### src/rtl/sprite_pkg.sv
// sprite_pkg
// Shared geometry, widths and FSM state encoding for the sprite blitter.
// Holds no ports. It is imported by blit_addr_gen and sprite_blitter.
package sprite_pkg;

    localparam int SPR_W    = 24;
    localparam int SPR_H    = 24;
    localparam int SCREEN_W = 640;
    localparam int SCREEN_H = 480;
    localparam int IDX_W    = 4;
    localparam int FB_AW    = 19;

    localparam logic [IDX_W-1:0] TRANSP_IDX = '0;

    localparam int POS_W  = 10;
    localparam int SUM_W  = POS_W + 1;   // screen coordinate sums never wrap
    localparam int ROM_AW = 10;
    localparam int ROW_W  = $clog2(SPR_H);
    localparam int COL_W  = $clog2(SPR_W);

    typedef enum logic [1:0] {
        IDLE  = 2'd0,
        FETCH = 2'd1,
        WRITE = 2'd2,
        DONE  = 2'd3
    } blit_state_t;

endpackage

### src/rtl/blit_addr_gen.sv
// blit_addr_gen
// Purely combinational address generation for the sprite blitter.
// It maps the sprite-relative (row, col) to a sprite ROM address and a framebuffer address.
// It also flags whether the target pixel lies on screen.
//   pos_x, pos_y : latched sprite top-left position
//   row, col     : current sprite pixel
//   rom_addr     : row*SPR_W + col
//   fb_addr      : (pos_y+row)*SCREEN_W + (pos_x+col); only meaningful when in_bounds
//   in_bounds    : target pixel is inside the SCREEN_W x SCREEN_H framebuffer
module blit_addr_gen
    import sprite_pkg::*;
(
    input  logic [POS_W-1:0]  pos_x,
    input  logic [POS_W-1:0]  pos_y,
    input  logic [ROW_W-1:0]  row,
    input  logic [COL_W-1:0]  col,
    output logic [ROM_AW-1:0] rom_addr,
    output logic [FB_AW-1:0]  fb_addr,
    output logic              in_bounds
);

    logic [SUM_W-1:0] scr_x;
    logic [SUM_W-1:0] scr_y;

    always_comb begin
        scr_x     = {1'b0, pos_x} + SUM_W'(col);
        scr_y     = {1'b0, pos_y} + SUM_W'(row);
        in_bounds = (scr_x < SUM_W'(SCREEN_W)) && (scr_y < SUM_W'(SCREEN_H));
        rom_addr  = ROM_AW'(row) * ROM_AW'(SPR_W) + ROM_AW'(col);
        // Truncation only affects off-screen pixels, which are never written.
        fb_addr   = FB_AW'(scr_y) * FB_AW'(SCREEN_W) + FB_AW'(scr_x);
    end

endmodule

### src/rtl/sprite_blitter.sv
// sprite_blitter
// Copies one SPR_W x SPR_H sprite of palette indices from a synchronous sprite ROM
// into the index framebuffer at (pos_x, pos_y).
// Transparent pixels are skipped and off-screen pixels are clipped.
//   vga_clk, reset_n    : clock, async active-low reset
//   start, pos_x, pos_y : blit request and top-left position (sampled in IDLE)
//   busy, done          : blit in progress / one-cycle completion pulse
//   rom_addr, rom_q     : sprite ROM port (data one cycle after address)
//   fb_we, fb_addr, fb_data, fb_ready : framebuffer write port with back-pressure
//
// state | meaning
// IDLE  | waiting for start
// FETCH | rom_addr presented for (row, col)
// WRITE | rom_q valid; write pixel (hold until fb_ready) or skip
// DONE  | one-cycle completion pulse
module sprite_blitter
    import sprite_pkg::*;
(
    input  logic              vga_clk,
    input  logic              reset_n,
    input  logic              start,
    input  logic [POS_W-1:0]  pos_x,
    input  logic [POS_W-1:0]  pos_y,
    output logic              busy,
    output logic              done,
    output logic [ROM_AW-1:0] rom_addr,
    input  logic [IDX_W-1:0]  rom_q,
    output logic              fb_we,
    output logic [FB_AW-1:0]  fb_addr,
    output logic [IDX_W-1:0]  fb_data,
    input  logic              fb_ready
);

    blit_state_t      state;
    logic [POS_W-1:0] pos_x_q;
    logic [POS_W-1:0] pos_y_q;
    logic [ROW_W-1:0] row;
    logic [COL_W-1:0] col;

    logic [FB_AW-1:0] fb_addr_raw;
    logic             in_bounds;
    logic             pix_write;
    logic             advance;
    logic             last_pix;

    // row/col do not move during WRITE, so rom_addr (and therefore rom_q) stays put through a stall.
    blit_addr_gen u_addr_gen (
        .pos_x     (pos_x_q),
        .pos_y     (pos_y_q),
        .row       (row),
        .col       (col),
        .rom_addr  (rom_addr),
        .fb_addr   (fb_addr_raw),
        .in_bounds (in_bounds)
    );

    always_comb begin
        pix_write = (state == WRITE) && (rom_q != TRANSP_IDX) && in_bounds;
        advance   = (state == WRITE) && (!pix_write || fb_ready);
        last_pix  = (row == ROW_W'(SPR_H - 1)) && (col == COL_W'(SPR_W - 1));
    end

    // Write-port outputs are gated by state, so a reset drops them immediately.
    assign fb_we   = pix_write;
    assign fb_addr = pix_write ? fb_addr_raw : '0;
    assign fb_data = pix_write ? rom_q : '0;
    assign busy    = (state != IDLE);
    assign done    = (state == DONE);

    always_ff @(posedge vga_clk or negedge reset_n) begin
        if (!reset_n) begin
            state   <= IDLE;
            pos_x_q <= '0;
            pos_y_q <= '0;
            row     <= '0;
            col     <= '0;
        end else begin
            case (state)
                IDLE: begin
                    if (start) begin
                        pos_x_q <= pos_x;
                        pos_y_q <= pos_y;
                        row     <= '0;
                        col     <= '0;
                        state   <= FETCH;
                    end
                end
                FETCH: state <= WRITE;
                WRITE: begin
                    if (advance) begin
                        if (last_pix) begin
                            state <= DONE;
                        end else begin
                            state <= FETCH;
                            if (col == COL_W'(SPR_W - 1)) begin
                                col <= '0;
                                row <= row + ROW_W'(1);
                            end else begin
                                col <= col + COL_W'(1);
                            end
                        end
                    end
                end
                DONE:    state <= IDLE;
                default: state <= IDLE;
            endcase
        end
    end

endmodule

### config.mk
export PLATFORM = sky130hd
export DESIGN_NAME = sprite_blitter
export DESIGN_NICKNAME = d
export VERILOG_FILES = /design/src/rtl/sprite_pkg.sv /design/src/rtl/blit_addr_gen.sv /design/src/rtl/sprite_blitter.sv
export SDC_FILE = /design/constraint.sdc
export NUM_CORES = 1
export LEC_CHECK = 0
export BUFFER_PORTS_ARGS = -buffer_cell sky130_fd_sc_hd__buf_2
export CAP_MARGIN = 20
export CORE_UTILIZATION = 57
export CTS_CLUSTER_DIAMETER = 200
export DETAILED_ROUTE_END_ITERATION = 10
export PLACE_DENSITY = 0.87
export SETUP_SLACK_MARGIN = 0.4
export SLEW_MARGIN = 20
export SYNTH_ARGS = -nofsm -noshare
export SYNTH_HDL_FRONTEND = slang
export SYNTH_SLANG_ARGS = --single-unit
### constraint.sdc
create_clock -name vga_clk -period 3.9 [get_ports vga_clk]
set_input_delay 0.195 -clock vga_clk [delete_from_list [all_inputs] [get_ports vga_clk]]
set_output_delay 0.195 -clock vga_clk [all_outputs]
set_load 0.02 [all_outputs]
## Yosys cells after proc, flatten, opt, wreduce, memory -nomap -nowiden

Cells that the tools add are included.

| word-level totals | value |
|---|---|
| flip-flop bits (word level) | 32 |
| bits in latches | 0 |
| RAM bits | 0 |
| bits in read-only memories | 0 |
| input bits | 28 |
| output and inout bits | 36 |
| logic and storage cells | 54 |
| memories kept | 0 |

| operators by class | value |
|---|---|
| add/subtract/negate cells | 6 |
| multipliers | 2 |
| div/mod/pow operators | 0 |
| magnitude comparators | 2 |
| eq/ne operators | 9 |
| shift operators | 0 |
| muxes and demuxes | 15 |
| bitwise gates (word level) | 0 |
| reduce and logical (&&, ||, !) cells | 15 |

Operator list:

| cell | number |
|---|---|
| 5-bit two-way mux | 7 |
| 10-bit by 5-bit adder with 11-bit output | 2 |
| 5-bit case mux with 2 select lines | 2 |
| 19-bit by 11-bit adder with 19-bit output | 1 |
| 19-bit two-way mux | 1 |
| 11-bit by 3-bit multiplier with 12-bit output, second input constant | 1 |
| 11-bit by 10-bit < comparator with 1-bit output, second input constant | 1 |
| 11-bit by 9-bit < comparator with 1-bit output, second input constant | 1 |
| 10-bit by 5-bit adder with 10-bit output | 1 |
| 5-bit by 1-bit adder with 5-bit output, second input constant | 2 |
| 5-bit equality test, second input constant | 2 |
| 2-bit case mux with 4 select lines | 1 |
| 5-bit by 2-bit multiplier with 7-bit output, second input constant | 1 |
| 2-bit two-way mux | 3 |
| 2-bit inequality test, second input constant | 3 |
| 1-bit logical AND | 5 |
| 5-bit AND reduction | 1 |
| 2-bit equality test, second input constant | 2 |
| 4-bit two-way mux | 1 |
| 2-bit AND reduction | 2 |
| 4-bit AND reduction | 1 |
| 2-bit nonzero test | 2 |
| 4-bit nonzero test | 1 |
| 2-bit by 1-bit equality test with 1-bit output, second input constant | 1 |
| 4 further kinds | 4 |

## Depth between registers and ports, before layout

Gate-level depths: netlist of run 1.

| depth | value |
|---|---|
| depth after elaboration | 9 |
| mapped depth | 16 |
| gate-level depth less buffers | 16 |

## Cells and area by module

From an unflattened synthesis of run 1, not the netlist that was laid out.

| unflattened totals | value |
|---|---|
| cell total of the unflattened synthesis | 368 |
| area total of the unflattened synthesis | 3400.8 µm² |

Modules (own cells, without submodules):

| module | instances | cells each | area each (µm²) | sequential area each (µm²) |
|---|---|---|---|---|
| blit_addr_gen | 1 | 225 | 1767.9 | 0.0 |
| sprite_blitter | 1 | 143 | 1632.8 | 800.8 |

## Worst setup path before layout of run 1

No wires, ideal clock.

| timing path | value |
|---|---|
| path type | reg-to-output |
| from | register row[0] |
| to | output port fb_addr[18] |
| arrival | 3.702 ns |
| required time | 3.705 ns |
| slack | 0.003 ns |
| stages on the path, launching flop included | 16 |
| path buffers | 0 |
| path through | dfrtp_1 ha_1 fa_1 a211oi_2 nor2_2 o21ai_0 xnor2_1 ha_1 ha_1 o21a_1 o31a_1 o31ai_1 o311a_1 nand3_1 xnor2_1 nor2_1 |

| between the ends | value |
|---|---|
| cells in the longest elaborated chain, start to end | 5 |
| elaborated cells on any way between the ends | 7 |
| those cells by class | 2 x add/sub; 1 x mul; 1 x order compare; 1 x mux; 2 x reduce/logical |

Ends and longest elaborated chain:

| element | line | RTL |
|---|---|---|
| from (decl) | sprite_blitter.sv:37 | `logic [ROW_W-1:0] row;` |
| from (signal assigned) | sprite_blitter.sv:97 | `row <= row + ROW_W'(1);` |
| 10-bit by 5-bit adder with 11-bit output (*) | blit_addr_gen.sv:27 | `scr_y = {1'b0, pos_y} + SUM_W'(row);` |
| parallel branches: the longest is 3 deep, another holds 19-bit by 11-bit adder with 19-bit output | - |  |
| 19-bit two-way mux (*) | sprite_blitter.sv:65 | `assign fb_addr = pix_write ? fb_addr_raw : '0;` |
| to (decl) | sprite_blitter.sv:29 | `output logic [FB_AW-1:0] fb_addr,` |

Every way passes the cells marked *.

## Worst setup path in the final report of run 1

| timing path | value |
|---|---|
| from | register pos_y_q[0] |
| to | output port fb_addr[18] |

| between the ends | value |
|---|---|
| cells in the longest elaborated chain, start to end | 5 |
| elaborated cells on any way between the ends | 7 |
| those cells by class | 2 x add/sub; 1 x mul; 1 x order compare; 1 x mux; 2 x reduce/logical |

Ends and longest elaborated chain:

| element | line | RTL |
|---|---|---|
| from (decl) | sprite_blitter.sv:36 | `logic [POS_W-1:0] pos_y_q;` |
| from (signal assigned) | sprite_blitter.sv:82 | `pos_y_q <= pos_y;` |
| 10-bit by 5-bit adder with 11-bit output (*) | blit_addr_gen.sv:27 |  |
| parallel branches: the longest is 3 deep, another holds 19-bit by 11-bit adder with 19-bit output | - |  |
| 19-bit two-way mux (*) | sprite_blitter.sv:65 |  |

Marks and branches as above.

==> metrics.yaml, run 1 <==
outcome:
  outcome: "finished with violations"
  failed_checks: "negative setup slack"
timing:
  period_needed_ps: 4162
  tightest_slew_ps: 734.0
  fmax_mhz: 240.3
  rsz0062_at_grt: "yes"
  fin_skew_ps: 9.079
  hold_violations: 0
  period_share: 1.067
  slew_headroom: 0.5107
  slew_violations: 0
  layout_setup_ws_ps: -262.0
  setup_violations: 5
global_routing:
  grt_usage: 0.2993
  grt_max_degree: 33
  first_global_vias: 3081
  grt_pass1_wl_um: 14390
  antenna_found_initial: 0
  grt-ovfl-total: 0
floorplanning:
  io_pins: 64
  fp-row-count: 27
  start_util: 0.6008
  core_mm2: 0.005608
  die_h_um: 78.89
  die_x_um: 78.89
  die-area_mm2: 0.006223
worst_setup_path:
  slowest_delay_ps: 410
  crit_fanout: 4
  cp-start-kind: "flip-flop"
  critPathSlowestCell: "dfrtp_1"
  required_ps: 3700
  cp.arrival_ps: 3970
  worst_path_most_repeated_cell: "ha_4"
  setup.worst_path.end_class: "primary output"
  critical_path_class: "flip-flop to primary output"
  crit_chain: "ha_4 > fa_2 > a211oi_4 > nor2_4 > o21ai_4 > xnor2_2 > ha_4 > ha_4 > o21a_1 > o31a_1 > buf_6 > a21oi_4 > and4_4 > nand3_1 > xnor2_1 > nor2_2 > buf_6"
routing:
  route.detailed.drc: 0
  wl_per_cell_um: 20.24
  wirelength_um: 10710
  first_iter_violations: 230
  viasPerCell: 6.431
  firstDrtPassIters: 4
  drtAntennaViolNets: 0
  num_vias: 3402
place:
  dpl_worst_slack_ps: 39.11
  numPortBuffers: 63
  place_hpwl_um: 6271
  gp_congestion: 0.8642
yosys:
  syn_inst: 363
  yosysSeqAreaShare: 0.2377
  synth_cell_types: 61
  synth.cell_area_mm2: 0.003369
  async_flop_share: 1.000
  yosysTopAreaCell: "dfrtp_1"
  synth_top_area_frac: 0.2377
  synth_nets: 436
  ys_seq_elements: 32
  ys_top_cells_by_area: "dfrtp_1 (24%), ha_1 (14%), mux2_2 (6.0%), xnor2_1 (5.5%), xor2_1 (4.2%)"
  synth_edf_count: 0
  avgSynthCellArea_um2: 9.282
  yosys_warnings: 0
  yosys_most_used_dff: "dfrtp_1"
finish:
  final_net_count: 529
  area_delta_synth_final_pct: 34.35
  n_antenna_cell: 0
  final_cell_mix: "buf_2 (56), buf_4 (32), nor2_1 (31)"
  final_util: 0.8072
  drive_gt1_frac: 0.4354
  nFillCells: 293
  layout_commonest_cell: "buf_2"
clock_network:
  cts_buffers: 5
  clock_latency_ps: 300
  clkTransAtPathRegs_ps: 60
  htree_levels: 2
  cts_tree: "done"
  clock_path_buffers: 2
  cts.sinks: 32
  cts_root_buffer: "clkbuf_8"
min_path:
  hp-class: "input pin to flip-flop"
job:
  max_cap_viol_count: 0
==> flip-flops by register name, indices dropped and copies added (netlist names) <==
signal	cells
pos_x_q	10
pos_y_q	10
col	5
row	5
state	2
==> path summary, 6_finish.rpt <==
check                            from          end  slack [ps]  cells past startpoint
min in group asynchronous     reset_n   pos_y_q[8]         490                      2
min                          pos_x[1]   pos_x_q[1]         110                      3
min reg2reg                pos_x_q[0]   pos_x_q[0]         520                      1
max in group asynchronous     reset_n       row[1]        2880                      2
max                        pos_y_q[0]  fb_addr[18]        -260                     17
max reg2reg                pos_y_q[0]       row[2]         800                     10
==> worst max-delay path, delay by kind of cell (launching register included) <==
kind / cells / cell delay [ps]
compound gates: 5 / 1030
xor+xnor: 2 / 370
fa+ha+maj: 4 / 1070
buf+inv: 2 / 280
flops: 1 / 410
simple gates: 4 / 510
==> what timing repair did <==
action | in CTS | in global routing
buffers inserted | 11 | 13
endpoints found under the setup margin | 8 | 18
resized for setup | 35 | 42
hold buffers | 1 | 0
hold endpoints to repair | 32 | 0
pin swaps | 30 | 27
==> per-stage QoR <==
stage / setup TNS (ps) / instances / hold slack (ps) / cell area (um^2)
3_5_place_dp: 0 / 496 / 297.3 / 3846
2_1_floorplan: 0 / 363 / -100.6 / 3432
3_3_place_gp: 0 / 496 / 284.4 / 3841
5_1_grt: -1368 / 529 / 103.9 / 4527
4_1_cts: -302.0 / 516 / 101.0 / 4202
6_report: -821.2 / 529 / 112.1 / 4527
==> layer usage <==
layer	up-vias	wire length (um)	GRT usage
li1	1490	-	-
met1	1629	4112	0.3569
met2	213	5152	0.5235
met3	70	777	0.06092
met4	0	664	0.1236
met5	-	0	0
==> final cells by class <==
cell class,count,area (um^2),share of cell area
timing repair buffer,96,609.3,0.1346
multi-input combinational,302,2855,0.6307
sequential,32,807.0,0.1783
tap,72,90.09,0.01990
clock buffer,8,90.09,0.01990
inverter,19,75.07,0.01658
==> Yosys cell counts, types with 2 or more instances <==
master / number
buf_4: 3
and4_1: 3
mux2i_1: 3
a211oi_1: 3
clkbuf_1: 4
ha_1: 39
nor3_1: 4
xnor2_1: 21
o21a_1: 4
fa_1: 6
nor2b_1: 5
nor2_2: 2
a21o_1: 4
buf_2: 2
xor2_1: 16
o2111ai_1: 3
and2_1: 12
nand3_2: 3
dfrtp_1: 32
a31o_2: 2
nor3b_1: 4
a21oi_1: 12
o21bai_1: 5
o211ai_1: 3
nand3_1: 17
and3_1: 4
nand2_1: 19
inv_1: 19
o21ai_0: 11
a221o_1: 2
nand2b_1: 5
o31ai_1: 4
nand4_1: 4
o31a_1: 3
nand3b_1: 2
nor2_1: 36
mux2_2: 18
==> logic make-up (layout without fill, tap and decap cells) <==
| kind of cell | Yosys count | count (layout) | synth area share |
|---|---|---|---|
| adder cells (fa/ha/maj) | 45 | 45 | 0.1805 |
| flip-flops | 32 | 32 | 0.2377 |
| multiplexers | 22 | 22 | 0.07352 |
| XOR/XNOR | 37 | 37 | 0.09618 |
| AO/OA/AOI/OAI | 69 | 69 | 0.1641 |
| buffers and inverters | 29 | 123 | 0.03862 |
| AND/OR/NAND/NOR | 129 | 129 | 0.2094 |
Power of run 1 is not shown: default switching activity piles up to over one toggle a cycle in this logic, so the estimate is an artifact.
==> inputs of run 2 (changes only) <==
--- a/config.mk
+++ b/config.mk
@@ -11,7 +11,6 @@
 export CTS_CLUSTER_DIAMETER = 200
 export DETAILED_ROUTE_END_ITERATION = 10
 export PLACE_DENSITY = 0.87
-export SETUP_SLACK_MARGIN = 0.4
 export SLEW_MARGIN = 20
 export SYNTH_ARGS = -nofsm -noshare
 export SYNTH_HDL_FRONTEND = slang
==> metrics.yaml, run 2 (synthesis gave the netlist of run 1 again) <==
outcome:
  outcome: "finished with violations"  # unchanged
  failed_checks: "negative setup slack"  # unchanged
global_routing:
  grt_usage: 0.2940  # was 0.2993
  grt_max_degree: 33  # unchanged
  first_global_vias: 3075  # was 3081
  antenna_found_initial: 0  # unchanged
  grt-ovfl-total: 0  # unchanged
  grt_pass1_wl_um: 14290  # was 14390 um
floorplanning:
  die_h_um: 78.89  # unchanged
  core_mm2: 0.005608  # unchanged
  die_x_um: 78.89  # unchanged
  fp-row-count: 27  # unchanged
  io_pins: 64  # unchanged
  start_util: 0.6008  # unchanged
  die-area_mm2: 0.006223  # unchanged
worst_setup_path:
  cp.arrival_ps: 3950  # was 3970 ps
  timing.rr.start: "row[0]"  # was pos_y_q[0]
  cp-start-kind: "flip-flop"  # unchanged
  setup.worst_path.end_class: "primary output"  # unchanged
  crit_fanout: 3  # was 4
  crit_chain: "ha_2 > fa_2 > a211oi_4 > nor2_2 > buf_4 > nor2_2 > ha_4 > inv_2 > fa_2 > nor2b_2 > o31a_1 > o31ai_4 > o311a_1 > nand3_2 > xnor2_1 > nor2_1 > buf_4"  # was ha_4 > fa_2 > a211oi_4 > nor2_4 > o21ai_4 > xnor2_2 > ha_4 > ha_4 > o21a_1 > o31a_1 > buf_6 > a21oi_4 > and4_4 > nand3_1 > xnor2_1 > nor2_2 > buf_6
  required_ps: 3700  # about the same
  reg2reg_depth: 10  # unchanged
  slowest_delay_ps: 410  # about the same
  startpoint: "row[0]"  # was pos_y_q[0]
  critPathSlowestCell: "dfrtp_1"  # unchanged
  critical_path_class: "flip-flop to primary output"  # unchanged
routing:
  firstDrtPassIters: 5  # was 4
  drt-met1-wl_um: 3877  # was 4112 um
  wl_per_cell_um: 18.45  # was 20.24 um
  viasPerCell: 6.311  # was 6.431
  route.detailed.drc: 0  # unchanged
  num_vias: 3332  # was 3402
  met3_length_um: 703  # was 777 um
  first_iter_violations: 232  # was 230
  met2_length_um: 4721  # was 5152 um
  top_layer: "met4"  # unchanged
  wirelength_um: 9740  # was 10710 um
  drtAntennaViolNets: 0  # unchanged
timing:
  hold_violations: 0  # unchanged
  slew_headroom: 0.5114  # was 0.5107
  layout_setup_ws_ps: -245.9  # was -262.0 ps
  setup_violations: 5  # unchanged
  period_share: 1.063  # was 1.067
  fmax_mhz: 241.2  # was 240.3 MHz
  slew_violations: 0  # unchanged
  fin_skew_ps: 4.717  # was 9.079 ps
  rsz0062_at_grt: "yes"  # unchanged
  period_needed_ps: 4146  # was 4162 ps
  tightest_slew_ps: 732.9  # was 734.0 ps
finish:
  design_area_mm2: 0.004310  # was 0.004527 mm^2
  layout_commonest_cell: "buf_2"  # unchanged
  area_delta_synth_final_pct: 27.92  # was 34.35%
  multi_input_area_mm2: 0.002665  # was 0.002855 mm^2
  final_cell_mix: "buf_2 (58), buf_4 (35), nor2_1 (34)"  # was buf_2 (56), buf_4 (32), nor2_1 (31)
  final_net_count: 528  # was 529
  ff_latch_area_um2: 802.0  # was 807.0 um^2
  nFillCells: 369  # was 293
  largest_registers: "pos_x_q: 10 flops, pos_y_q: 10 flops"  # unchanged
  n_antenna_cell: 0  # unchanged
  drive_gt1_frac: 0.3904  # was 0.4354
  fin_cells: 528  # was 529
job:
  max_cap_viol_count: 0  # unchanged
place:
  dpl_cell_area_mm2: 0.003861  # was 0.003846 mm^2
  dpl.cell_count: 507  # was 496
  gp_congestion: 0.9111  # was 0.8642
  place_hpwl_um: 6520  # was 6271 um
  numPortBuffers: 63  # unchanged
min_path:
  whs_path_depth: 3  # unchanged
  hp-class: "input pin to flip-flop"  # unchanged
  hp-start: "pos_x[1]"  # unchanged
clock_network:
  cts_root_buffer: "clkbuf_8"  # unchanged
  htree_levels: 2  # unchanged
  clkTransAtPathRegs_ps: 70  # was 60 ps
  cts_tree: "done"  # unchanged
  cts.sinks: 32  # unchanged
  clock_path_buffers: 2  # unchanged
  cts_buffers: 5  # unchanged
  clock_latency_ps: 290  # was 300 ps
power:
  peakVddDrop_v: 0.001122
  leakage_nw: 2.057
  p_per_area_mw_per_mm2: 1128
## run 2: per-layer routing
layer,vias up,global-route usage
met4,0,0.1309
li1,1494,-
met1,1591,0.3683
met5,-,0
met2,201,0.4991
met3,46,0.04598
## run 2: final timing paths
path / endpoint / slack [ps]
worst min register to register: pos_x_q[0] / 530
min in group asynchronous: state[0] / 500
worst max-delay path: fb_addr[18] / -250
worst min-delay path: pos_x_q[1] / 120
max in group asynchronous: col[2] / 2890
worst max register to register: row[1] / 810
## run 2: worst max-delay path, delay by kind of cell, from the launching register on
| family | cells | cell delay, ps |
|---|---|---|
| flip-flops | 1 | 410 |
| AND/OR/NAND/NOR | 5 | 470 |
| buffers and inverters | 3 | 390 |
| AO/OA/AOI/OAI | 4 | 1170 |
| adder cells (fa/ha/maj) | 4 | 1020 |
| XOR/XNOR | 1 | 180 |
## run 2: where the power goes
part           internal (W)  switching [W]  leakage (nW)
Sequential         0.000461       0.000181         0.398
Clock              0.000190       0.000130        0.0552
Combinational       0.00188        0.00202          1.60
## run 2: cell type report
type,instances,area share
Timing Repair Buffer,95,0.1332
Tap cell,72,0.02090
Multi-Input combinational cell,302,0.6183
Sequential cell,32,0.1861
Clock inverter,2,0.008128
Inverter,19,0.01655
Clock buffer,6,0.01684
## run 2: metrics by stage
| stage | worst slack, ps | utilization | hold WS (ps) | setup TNS (ps) | power (W) |
|---|---|---|---|---|---|
| floorplan | 2.761 | - | -100.6 | 0 | 0.002868 |
| global placement | 28.70 | 0.6885 | 282.5 | 0 | 0.003592 |
| detailed placement | -100.4 | 0.6885 | 288.9 | -160.7 | 0.003722 |
| CTS | -138.1 | 0.7394 | 109.2 | -232.2 | 0.004363 |
| global route | -298.9 | 0.7686 | 137.8 | -1100 | 0.005178 |
| finish | -245.9 | 0.7686 | 117.3 | -790.0 | 0.004861 |
## run 2: what timing repair did
item                       4_1_cts  5_1_grt
setup endpoints to repair        6        7
hold buffers                     1        0
pin swaps                       20       17
hold endpoints to repair        32        0
setup buffers                    7        5
resized for setup               24       24
Power figures use the tool's default switching activity.
==> inputs of run 3 (changes only) <==
--- a/config.mk
+++ b/config.mk
@@ -5,6 +5,7 @@
 export SDC_FILE = /design/constraint.sdc
 export NUM_CORES = 1
 export LEC_CHECK = 0
+export ABC_AREA = 1
 export BUFFER_PORTS_ARGS = -buffer_cell sky130_fd_sc_hd__buf_2
 export CAP_MARGIN = 20
 export CORE_UTILIZATION = 57
==> metrics.yaml, run 3 <==
place:
  place_hpwl_um: 6370  # was 6520 um
  dpl.cell_count: 608  # was 507
  numPortBuffers: 63  # unchanged
  gp_congestion: 0.8729  # was 0.9111
timing:
  fin_hold_ws_ps: 136.9  # was 117.3 ps
  period_share: 0.9867  # was 1.063
  setup_violations: 0  # was 5
  period_needed_ps: 3848  # was 4146 ps
  fin_skew_ps: 8.700  # was 4.717 ps
  fmax_mhz: 259.9  # was 241.2 MHz
  slew_violations: 0  # unchanged
  hold_violations: 0  # unchanged
  tightest_slew_ps: 716.2  # was 732.9 ps
  tns_ps: 0  # was -790.0 ps
  slew_headroom: 0.5226  # was 0.5114
floorplanning:
  die-area_mm2: 0.006220  # was 0.006223 mm^2
  core_mm2: 0.005608  # unchanged
  fp-row-count: 27  # unchanged
  start_util: 0.6006  # was 0.6008
  die_h_um: 78.87  # was 78.89 um
  io_pins: 64  # unchanged
  die_x_um: 78.87  # was 78.89 um
power:
  netSwitchingFraction: 0.5160  # was 0.4786
  peakVddDrop_v: 0.0007652  # was 0.001122 V
  power_switching_w: 0.002173  # was 0.002327 W
  p_per_area_mw_per_mm2: 972.6  # was 1128 mW/mm^2
  p_comb_frac: 0.791  # was 0.802
  seqPwrFrac: 0.145  # was 0.132
  pwr-share-clk: 0.064  # was 0.066
  totalPowerFinal_w: 0.004212  # was 0.004861 W
  leakage_nw: 2.312  # was 2.057 nW
  intPower_w: 0.002039  # was 0.002534 W
min_path:
  whs_path_depth: 2  # was 3
  hp-class: "input pin to flip-flop"  # unchanged
  worst_hold_path.endpoint: "pos_x_q[5]"  # was pos_x_q[1]
  hp-start: "pos_x[5]"  # was pos_x[1]
clock_network:
  clock_latency_ps: 290  # about the same
  clkTransAtPathRegs_ps: 70  # about the same
  htree_levels: 2  # unchanged
  cts_tree: "done"  # unchanged
  cts_root_buffer: "clkbuf_8"  # unchanged
  cts_buffers: 5  # unchanged
  clock_path_buffers: 2  # unchanged
  cts.sinks: 32  # unchanged
routing:
  viasPerCell: 5.608  # was 6.311
  route.detailed.drc: 0  # unchanged
  wl_per_cell_um: 14.96  # was 18.45 um
  first_iter_violations: 187  # was 232
  num_vias: 3544  # was 3332
  drtAntennaViolNets: 0  # unchanged
  wirelength_um: 9457  # was 9740 um
  firstDrtPassIters: 5  # unchanged
global_routing:
  grt_max_degree: 33  # unchanged
  grt_pass1_wl_um: 13770  # was 14290 um
  antenna_found_initial: 0  # unchanged
  grt_usage: 0.2775  # was 0.2940
  grt-ovfl-total: 0  # unchanged
  first_global_vias: 3258  # was 3075
finish:
  drive_gt1_frac: 0.3071  # was 0.3904
  final_cell_mix: "nand2_1 (111), nor2_1 (62), buf_2 (61)"  # was buf_2 (58), buf_4 (35), nor2_1 (34)
  final_net_count: 632  # was 528
  largest_registers: "pos_x_q: 10 flops, pos_y_q: 10 flops"  # unchanged
  area_delta_synth_final_pct: 28.57  # was 27.92%
  layout_commonest_cell: "nand2_1"  # was buf_2
  n_antenna_cell: 0  # unchanged
  fin_cells: 632  # was 528
worst_setup_path:
  cp-start-kind: "flip-flop"  # unchanged
  crit_chain: "ha_4 > nand2_1 > nor2_1 > nand2_1 > nand3_1 > nand2_1 > nor2_1 > nor2_1 > ha_2 > nand2_1 > inv_1 > nand3_1 > o21ai_1 > xnor2_2 > nor2_2 > buf_4 > xnor2_1 > nor2_1 > buf_2"  # was ha_2 > fa_2 > a211oi_4 > nor2_2 > buf_4 > nor2_2 > ha_4 > inv_2 > fa_2 > nor2b_2 > o31a_1 > o31ai_4 > o311a_1 > nand3_2 > xnor2_1 > nor2_1 > buf_4
  r2r_slack_ps: 1310  # was 810 ps
  crit_fanout: 5  # was 3
  required_ps: 3700  # about the same
  cp.depth: 19  # was 17
  setup.worst_path.end_class: "primary output"  # unchanged
  critical_path_buf_inv_count: 3  # unchanged
  r2r_end: "row[4]"  # was row[1]
  reg2reg_depth: 15  # was 10
  slowest_delay_ps: 410  # about the same
  cp.arrival_ps: 3650  # was 3950 ps
  critPathSlowestCell: "dfrtp_1"  # unchanged
  timing.rr.start: "pos_y_q[0]"  # was row[0]
  crit_family: "simple AND/OR/NAND/NOR gates"  # was compound AO/OA/AOI/OAI gates
  critical_path_class: "flip-flop to primary output"  # unchanged
yosys:
  ys_top_cells_by_area: "dfrtp_1 (24%), ha_1 (14%), nand2_1 (13%), nor2_1 (7.4%), inv_1 (6.2%)"  # was dfrtp_1 (24%), ha_1 (14%), mux2_2 (6.0%), xnor2_1 (5.5%), xor2_1 (4.2%)
  synth.cell_area_mm2: 0.003368  # was 0.003369 mm^2
  synth_top_area_frac: 0.2377  # about the same
  avgSynthCellArea_um2: 7.047  # was 9.282 um^2
  synth_nets: 551  # was 436
  ys_seq_elements: 32  # unchanged
  synth_cell_types: 33  # was 61
  async_flop_share: 1.000  # unchanged
  yosys_most_used_dff: "dfrtp_1"  # unchanged
  yosysTopAreaCell: "dfrtp_1"  # unchanged
  yosysSeqAreaShare: 0.2377  # about the same
  synth_commonest_cells: "nand2_1 (121), nor2_1 (66), inv_1 (56)"  # was ha_1 (39), nor2_1 (36), dfrtp_1 (32)
  syn_inst: 478  # was 363
  yosysMostFrequentCell: "nand2_1"  # was ha_1
  synth_edf_count: 0  # unchanged
  yosys_warnings: 0  # unchanged
job:
  max_cap_viol_count: 0  # unchanged
outcome:
  outcome: "finished clean"  # was finished with violations
==> run 3: cell types whose count changed after synthesis, moves of 5 or more <==
cell,before,now
nor2_1,36,66
mux2_2,18,12
and2_1,12,0
a21oi_1,12,30
o21ai_1,0,10
inv_1,19,56
xnor2_1,21,14
nand2b_1,5,0
nand3_1,17,32
nand2_1,19,121
nor2b_1,5,0
o21ai_0,11,5
==> run 3: worst max-delay path by stage <==
stage                  end  slack [ps]  startpoint
2_1_floorplan  fb_addr[18]         350      row[0]
3_3_place_gp   fb_addr[18]         250      row[0]
3_5_place_dp   fb_addr[18]         100      row[0]
4_1_cts        fb_addr[18]           1      row[1]
5_1_grt        fb_addr[17]        -160      col[2]
6_report       fb_addr[16]          50      row[3]
==> run 3: timing repair <==
| item | 4_1_cts | 5_1_grt |
|---|---|---|
| setup buffers | 4 | 10 |
| pin swaps | 2 | 15 |
| hold endpoints to repair | 32 | 0 |
| gates resized for setup | 11 | 53 |
| endpoints found under the setup margin | 3 | 4 |
| hold buffers | 1 | 0 |
==> run 3: logic make-up (layout without fill, tap and decap cells) <==
group,after synthesis,in the layout,synth area share
and+or+nand+nor,245,245,0.3113
buffers and inverters,67,149,0.08172
AOI/OAI and AO/OA,50,50,0.07838
adders and majority gates,45,45,0.1805
DFF,32,32,0.2377
xor gates and xnor gates,27,27,0.07021
muxes,12,12,0.04012
==> run 3: metal layers <==
metal	wire length, um	GRT usage	up-vias
met3	399	0.02874	31
met4	290	0.1036	0
met1	3664	0.3188	1692
met2	5103	0.5261	129
li1	-	-	1692
met5	0	0	-
==> run 3: final cells by class <==
cell class                      count  area, um^2
Multi-Input combinational cell    379        2649
Fill cell                         402        1277
Sequential cell                    32       807.0
Timing Repair Buffer               82       473.0
Inverter                           59       221.5
Clock buffer                        8       90.09
Tap cell                           72       90.09
==> run 3: power groups by stage <==
stage          registers [W]  clock network (W)  logic (W)
3_3_place_gp        0.000585                  0    0.00222
5_1_grt             0.000627           0.000280    0.00358
3_5_place_dp        0.000590                  0    0.00230
4_1_cts             0.000588           0.000270    0.00251
6_report            0.000611           0.000268    0.00333
2_1_floorplan       0.000554                  0    0.00186
==> run 3: through the flow <==
step | setup slack, ps | util | area, um^2
3_5_place_dp | 101.8 | 0.6673 | 3742
2_1_floorplan | 354.0 | - | 3368
6_report | 51.93 | 0.7722 | 4330
3_3_place_gp | 251.6 | 0.6673 | 3742
5_1_grt | -155.9 | 0.7722 | 4330
4_1_cts | 0.9566 | 0.7050 | 3954
